`src/rtl/dbus_pkg.sv`:
```
// Shared address map and register field positions for the data bus responder.
package dbus_pkg;
    localparam logic [31:0] RAM_BASE   = 32'h0000_0000;
    localparam logic [31:0] GPIO_OUT_A = 32'h0000_1000;
    localparam logic [31:0] GPIO_IN_A  = 32'h0000_1004;
    localparam logic [31:0] CYCLE_A    = 32'h0000_1008;
    localparam logic [31:0] TCMP_A     = 32'h0000_100C;
    localparam logic [31:0] TSTAT_A    = 32'h0000_1010;
    localparam logic [31:0] ERRCLR_A   = 32'h0000_1014;

    localparam int TSTAT_FLAG = 0;
    localparam int TSTAT_EN   = 1;
endpackage

```
`src/rtl/dbus_timer.sv`:
```
// Free-running cycle counter plus compare timer with sticky match flag and masked irq.
module dbus_timer
    import dbus_pkg::*;
(
    input  logic        clk,
    input  logic        rst_n,
    input  logic        cycle_we,
    input  logic        tcmp_we,
    input  logic        tstat_we,
    input  logic [31:0] wdata,
    output logic [31:0] cycle,
    output logic [31:0] tcmp,
    output logic        enable,
    output logic        flag,
    output logic        irq
);
    always_ff @(posedge clk or negedge rst_n) begin
        if (!rst_n) begin
            cycle  <= '0;
            tcmp   <= '0;
            enable <= 1'b0;
            flag   <= 1'b0;
        end else begin
            cycle <= cycle_we ? wdata : cycle + 32'd1;
            if (tcmp_we)
                tcmp <= wdata;
            if (tstat_we)
                enable <= wdata[TSTAT_EN];
            // A match in the same cycle as a W1C keeps the flag set.
            if (enable && (cycle == tcmp))
                flag <= 1'b1;
            else if (tstat_we && wdata[TSTAT_FLAG])
                flag <= 1'b0;
        end
    end

    assign irq = flag & enable;
endmodule

```
`src/rtl/data_bus_responder.sv`:
```
// MEM-stage responder: data RAM, GPIO, cycle counter/timer and sticky bus error.
module data_bus_responder
    import dbus_pkg::*;
#(
    parameter int RAM_WORDS = 64,
    parameter int GPIO_W    = 8
) (
    input  logic              clk,
    input  logic              rst_n,
    input  logic [31:0]       bAddr,
    input  logic [31:0]       bWData,
    input  logic              MemRead,
    input  logic              MemWrite,
    output logic [31:0]       bRData,
    output logic [GPIO_W-1:0] gpio_out,
    input  logic [GPIO_W-1:0] gpio_in,
    output logic              irq,
    output logic              bus_err
);
    localparam int AW = $clog2(RAM_WORDS);

    logic [31:0]       ram [RAM_WORDS];
    logic [31:0]       ram_off;
    logic              ram_hit, hit_gout, hit_gin, hit_cyc, hit_tcmp, hit_tstat, hit_eclr;
    logic              mapped;
    logic [GPIO_W-1:0] gin_s1, gin_s2;
    logic [31:0]       cycle, tcmp;
    logic              enable, flag;

    // Offset compare also rejects addresses below the base via wraparound.
    assign ram_off   = bAddr - RAM_BASE;
    assign ram_hit   = ram_off < 32'(RAM_WORDS * 4);
    assign hit_gout  = bAddr[31:2] == GPIO_OUT_A[31:2];
    assign hit_gin   = bAddr[31:2] == GPIO_IN_A[31:2];
    assign hit_cyc   = bAddr[31:2] == CYCLE_A[31:2];
    assign hit_tcmp  = bAddr[31:2] == TCMP_A[31:2];
    assign hit_tstat = bAddr[31:2] == TSTAT_A[31:2];
    assign hit_eclr  = bAddr[31:2] == ERRCLR_A[31:2];
    assign mapped    = ram_hit | hit_gout | hit_gin | hit_cyc | hit_tcmp | hit_tstat | hit_eclr;

    always_ff @(posedge clk) begin
        if (MemWrite && ram_hit)
            ram[ram_off[AW+1:2]] <= bWData;
    end

    always_ff @(posedge clk or negedge rst_n) begin
        if (!rst_n) begin
            gpio_out <= '0;
            gin_s1   <= '0;
            gin_s2   <= '0;
            bus_err  <= 1'b0;
        end else begin
            gin_s1 <= gpio_in;
            gin_s2 <= gin_s1;
            if (MemWrite && hit_gout)
                gpio_out <= bWData[GPIO_W-1:0];
            if (MemWrite && hit_eclr)
                bus_err <= 1'b0;
            else if ((MemRead || MemWrite) && !mapped)
                bus_err <= 1'b1;
        end
    end

    dbus_timer u_timer (
        .clk      (clk),
        .rst_n    (rst_n),
        .cycle_we (MemWrite & hit_cyc),
        .tcmp_we  (MemWrite & hit_tcmp),
        .tstat_we (MemWrite & hit_tstat),
        .wdata    (bWData),
        .cycle    (cycle),
        .tcmp     (tcmp),
        .enable   (enable),
        .flag     (flag),
        .irq      (irq)
    );

    always_comb begin
        bRData = '0;
        if (MemRead) begin
            if (ram_hit)
                bRData = ram[ram_off[AW+1:2]];
            else if (hit_gout)
                bRData[GPIO_W-1:0] = gpio_out;
            else if (hit_gin)
                bRData[GPIO_W-1:0] = gin_s2;
            else if (hit_cyc)
                bRData = cycle;
            else if (hit_tcmp)
                bRData = tcmp;
            else if (hit_tstat) begin
                bRData[TSTAT_FLAG] = flag;
                bRData[TSTAT_EN]   = enable;
            end
        end
    end
endmodule

```
`config.mk`:
```
export PLATFORM = sky130hd
export DESIGN_NAME = data_bus_responder
export DESIGN_NICKNAME = d
export VERILOG_FILES = /design/src/rtl/dbus_pkg.sv /design/src/rtl/dbus_timer.sv /design/src/rtl/data_bus_responder.sv
export SDC_FILE = /design/constraint.sdc
export NUM_CORES = 2
export LEC_CHECK = 0
export ABC_AREA = 0
export ABC_CLOCK_PERIOD_IN_PS = 5200
export BUFFER_PORTS_ARGS = -buffer_cell sky130_fd_sc_hd__buf_2
export CAP_MARGIN = 40
export CELL_PAD_IN_SITES_DETAIL_PLACEMENT = 0
export CELL_PAD_IN_SITES_GLOBAL_PLACEMENT = 1
export CORE_ASPECT_RATIO = 1.4
export CORE_MARGIN = 4
export CORE_UTILIZATION = 41
export DETAILED_ROUTE_END_ITERATION = 10
export HOLD_SLACK_MARGIN = 0.08
export PLACE_DENSITY_LB_ADDON = 0.12
export SETUP_SLACK_MARGIN = 0.05
export SKIP_LAST_GASP = 1
export SYNTH_ARGS = -nofsm -noshare
export SYNTH_HDL_FRONTEND = slang
export SYNTH_SLANG_ARGS = --single-unit
```
`constraint.sdc`:
```
create_clock -name clk -period 5.2 [get_ports clk]
set_input_delay 0.52 -clock clk [delete_from_list [all_inputs] [get_ports clk]]
set_output_delay 0.52 -clock clk [all_outputs]
set_load 0.02 [all_outputs]
```
==> results.toml <==
[run_status]
status = "finished clean"

[synth]
synthCells = 3808
synth_ff_type = "edfxtp_1"
yosys_warnings = 0
ys_ff_latch = 2139
synth_seq_area_share_pct = 77.08
syn_avg_cell_area_um2 = 21.73
syn-cell-area_um2 = 82740
synth.distinct_cells = 67
synth_fp_nets = 3885
synth-edff-count = 2048
synth-async-reset-ratio_pct = 4.254

[power_and_ir_drop]
power_leakage_nw = 30.10
p_comb_share_pct = 4.4
power_w = 0.03550
seqPwrFrac_pct = 53.2
clockPowerShare_pct = 42.4
p_switching_w = 0.007472
swShare_pct = 21.05
ir_worst_vdd_mv = 0.2821
internal_power_w = 0.02803
powerDensity_nw_per_um2 = 372.1

[routing]
wl_met2_um = 122500
m1WireLength_um = 103500
top_layer_used = "met5"
drc = 0
drt.antenna.violating_nets = 0
met3WireLength_um = 15470
first_iter_violations = 4271
wire_per_inst_um = 35.10
first_pass_iters = 6
vias = 41370
vias_per_cell = 5.896
wl_um = 246300

[worst_hold_path]
hold_path.class = "input port to flop"

[setup_path]
path_delay_family = "simple AND/OR/NAND/NOR gates"
worstSetupPathType = "input port to output pin"
worstPathArrival_ns = 3.80
crit_chain = "buf_2 -> buf_4 -> or3b_2 -> or2_1 -> buf_4 -> nor2_1 -> nor3_1 -> nand4_1 -> o22ai_1 -> buf_2"
slowest_delay_ns = 0.49
critPathSlowestCell = "nor3_1"
cp_data_required_time_ns = 4.68
path_max_fanout = 15
critPathLaunchType = "input port"
end_kind = "output pin"
critPathBufInv = 4

[global_route]
grt_pass1_wl_um = 342000
grt-ovfl-total = 0
first_global_vias = 42260
grt_max_degree = 69
antenna_found_initial = 13
grt_use_total_pct = 23.26

[sta]
tightestPinTransition_ns = 0.9203
worst_clock_skew_ns = 0.03395
max_slew_margin_pct = 38.65
slew_viol_final = 0
post-route-min-period_ns = 4.319
setup_viol = 0
tns_ns = 0
maxClockFrequency_mhz = 231.5
rsz0062_at_grt = "false"
finalCritPeriodShare_pct = 83.06
hold_violations = 0

[clock_tree]
cts_setup_buffers = 0
clk_path_buf_depth = 4
path_clk_slew_ns = 0.06
tritoncts = "yes"
root_buffer = "clkbuf_16"
ctsHtreeMaxLevel = 4
cts_sinks = 2139
cts-buffers-inserted = 211
clock_latency_ns = 0.84
cts_resized = 0

[die]
io_pins = 118
chipHeight_um = 539.5
core_um2 = 200300
die_w_um = 387.7
placementRows = 194
start_util_pct = 41.32
die-area_um2 = 209100

[job]
cap_violations = 0

[final_layout]
fin_nets = 4278
nFillCells = 16610
fin_area_um2 = 95400
drive_above_1_share_pct = 30.07
area_growth_pct = 15.31

[placed_design]
dpl.hpwl_um = 147300
finalWeightedCongestion = 0.7994
placed_area_um2 = 88630
port_buffers = 115
-- metal layers --
layer,up-vias,global-route usage [%]
met5,-,0
met1,22850,32.80
met3,285,3.513
met4,2,4.453
met2,1411,38.94
li1,16820,-
-- power by group through the flow --
stage | sequential [W] | clock [W] | combinational [W]
after floorplan | 0.0192 | 0 | 0.000787
after global placement | 0.0192 | 0 | 0.00157
after detailed placement | 0.0192 | 0 | 0.00159
after CTS | 0.0189 | 0.0154 | 0.00160
after global routing | 0.0189 | 0.0161 | 0.00167
final | 0.0189 | 0.0151 | 0.00157
-- worst paths after layout --
check	depth (start not counted)	end	startpoint	slack [ns]
setup / recovery	10	bRData[18]	bAddr[6]	0.88
max in group asynchronous	3	gin_s1[4]	rst_n	3.86
setup reg to reg	6	u_timer.cycle[28]	u_timer.cycle[9]	3.05
hold / removal	4	bus_err	MemWrite	0.17
hold reg to reg	0	gin_s2[1]	gin_s1[1]	0.35
min in group asynchronous	2	u_timer.tcmp[13]	rst_n	0.19
-- tightest hold or removal path, stage by stage --
cell and delay [ns]:
buf_2 0.19, nand3_1 0.10, o21ai_0 0.07, nand2_1 0.06
-- placed cells by master, fill, tap and decap left out, types with 54 or more instances in the layout --
cell type,instances
buf_12,64
buf_2,110
buf_4,199
clkbuf_16,216
dfrtp_1,91
edfxtp_1,2048
mux2i_1,54
mux4_2,523
nand2_1,87
nor2_1,118
nor2_4,67
o22ai_1,141
-- flip-flops by register name (all words and copies together) (netlist names) --
register / flops
u_timer.enable: 1
gpio_out: 8
u_timer.cycle: 32
gin_s2: 8
ram: 2048
gin_s1: 8
u_timer.flag: 1
u_timer.tcmp: 32
bus_err: 1
-- cell usage after synthesis (all sizes together), types with 2 or more instances --
| cell | n | share of area (%) |
|---|---|---|
| a22oi | 27 | 0.24 |
| or3 | 7 | 0.053 |
| o32ai | 16 | 0.17 |
| mux4 | 523 | 14 |
| o2111ai | 7 | 0.074 |
| edfxtp | 2048 | 74 |
| o31ai | 2 | 0.018 |
| or2 | 6 | 0.045 |
| a221oi | 6 | 0.071 |
| and4 | 2 | 0.021 |
| and2 | 6 | 0.045 |
| nand4b | 2 | 0.021 |
| nand4 | 33 | 0.25 |
| o211ai | 8 | 0.073 |
| o21ai | 50 | 0.30 |
| and3b | 2 | 0.021 |
| mux2 | 49 | 0.67 |
| a31oi | 5 | 0.038 |
| mux2i | 54 | 0.65 |
| nor3b | 2 | 0.018 |
| a221o | 2 | 0.024 |
| nor3 | 39 | 0.24 |
| o22ai | 141 | 1.1 |
| nor2 | 186 | 0.87 |
| xnor2 | 30 | 0.32 |
| a211oi | 5 | 0.045 |
| buf | 151 | 1.3 |
| and3 | 14 | 0.11 |
| nand3b | 4 | 0.036 |
| inv | 4 | 0.018 |
| nand2 | 87 | 0.39 |
| nor2b | 10 | 0.076 |
| dfrtp | 91 | 2.8 |
| nor4 | 19 | 0.14 |
| nand3 | 32 | 0.19 |
| nand2b | 10 | 0.076 |
| a2111oi | 8 | 0.10 |
| xor2 | 32 | 0.34 |
| clkbuf | 58 | 0.27 |
| a21oi | 17 | 0.10 |
| o221ai | 3 | 0.032 |
-- cell type report --
class / count / area (µm²) / share of cell area [%]
well taps: 2646 / 3311 / 3.470
repair buffers: 389 / 3518 / 3.688
clock inverters: 111 / 1037 / 1.087
flip-flops and latches: 2139 / 63780 / 66.85
inverters: 4 / 15.01 / 0.01574
clock buffers: 268 / 5620 / 5.891
multi-input cells: 1456 / 18120 / 18.99
diodes: 3 / 7.507 / 0.007869
-- kinds of logic (layout without fill, tap and decap cells) --
family / count (synthesis) / in the layout / share of synthesized area, %
flops: 2139 / 2139 / 77.08
mux: 626 / 626 / 15.56
simple gates: 465 / 465 / 2.650
compound gates: 302 / 302 / 2.417
buf+inv: 213 / 772 / 1.621
xor+xnor: 62 / 62 / 0.6563
fa+ha+maj: 1 / 1 / 0.01512
other cells: 0 / 3 / 0
-- stage by stage --
stage / worst slack (ns) / std cells / util [%] / hold WS (ns)
4_1_cts: 0.9379 / 7013 / 47.64 / 0.09141
5_1_grt: 0.8616 / 7014 / 47.64 / 0.1388
6_report: 0.8811 / 7016 / 47.64 / 0.1679
3_5_place_dp: 0.9362 / 6623 / 44.26 / 0.3370
3_3_place_gp: 0.9198 / 6617 / 44.21 / 0.3353
2_1_floorplan: 1.576 / 3808 / - / 0.2244
-- timing repair --
item / 4_1_cts / 5_1_grt
setup endpoints to repair: 0 / 0
hold buffers: 11 / 0
endpoints found under the hold margin: 58 / 0
(Power assumes the default switching activity.)
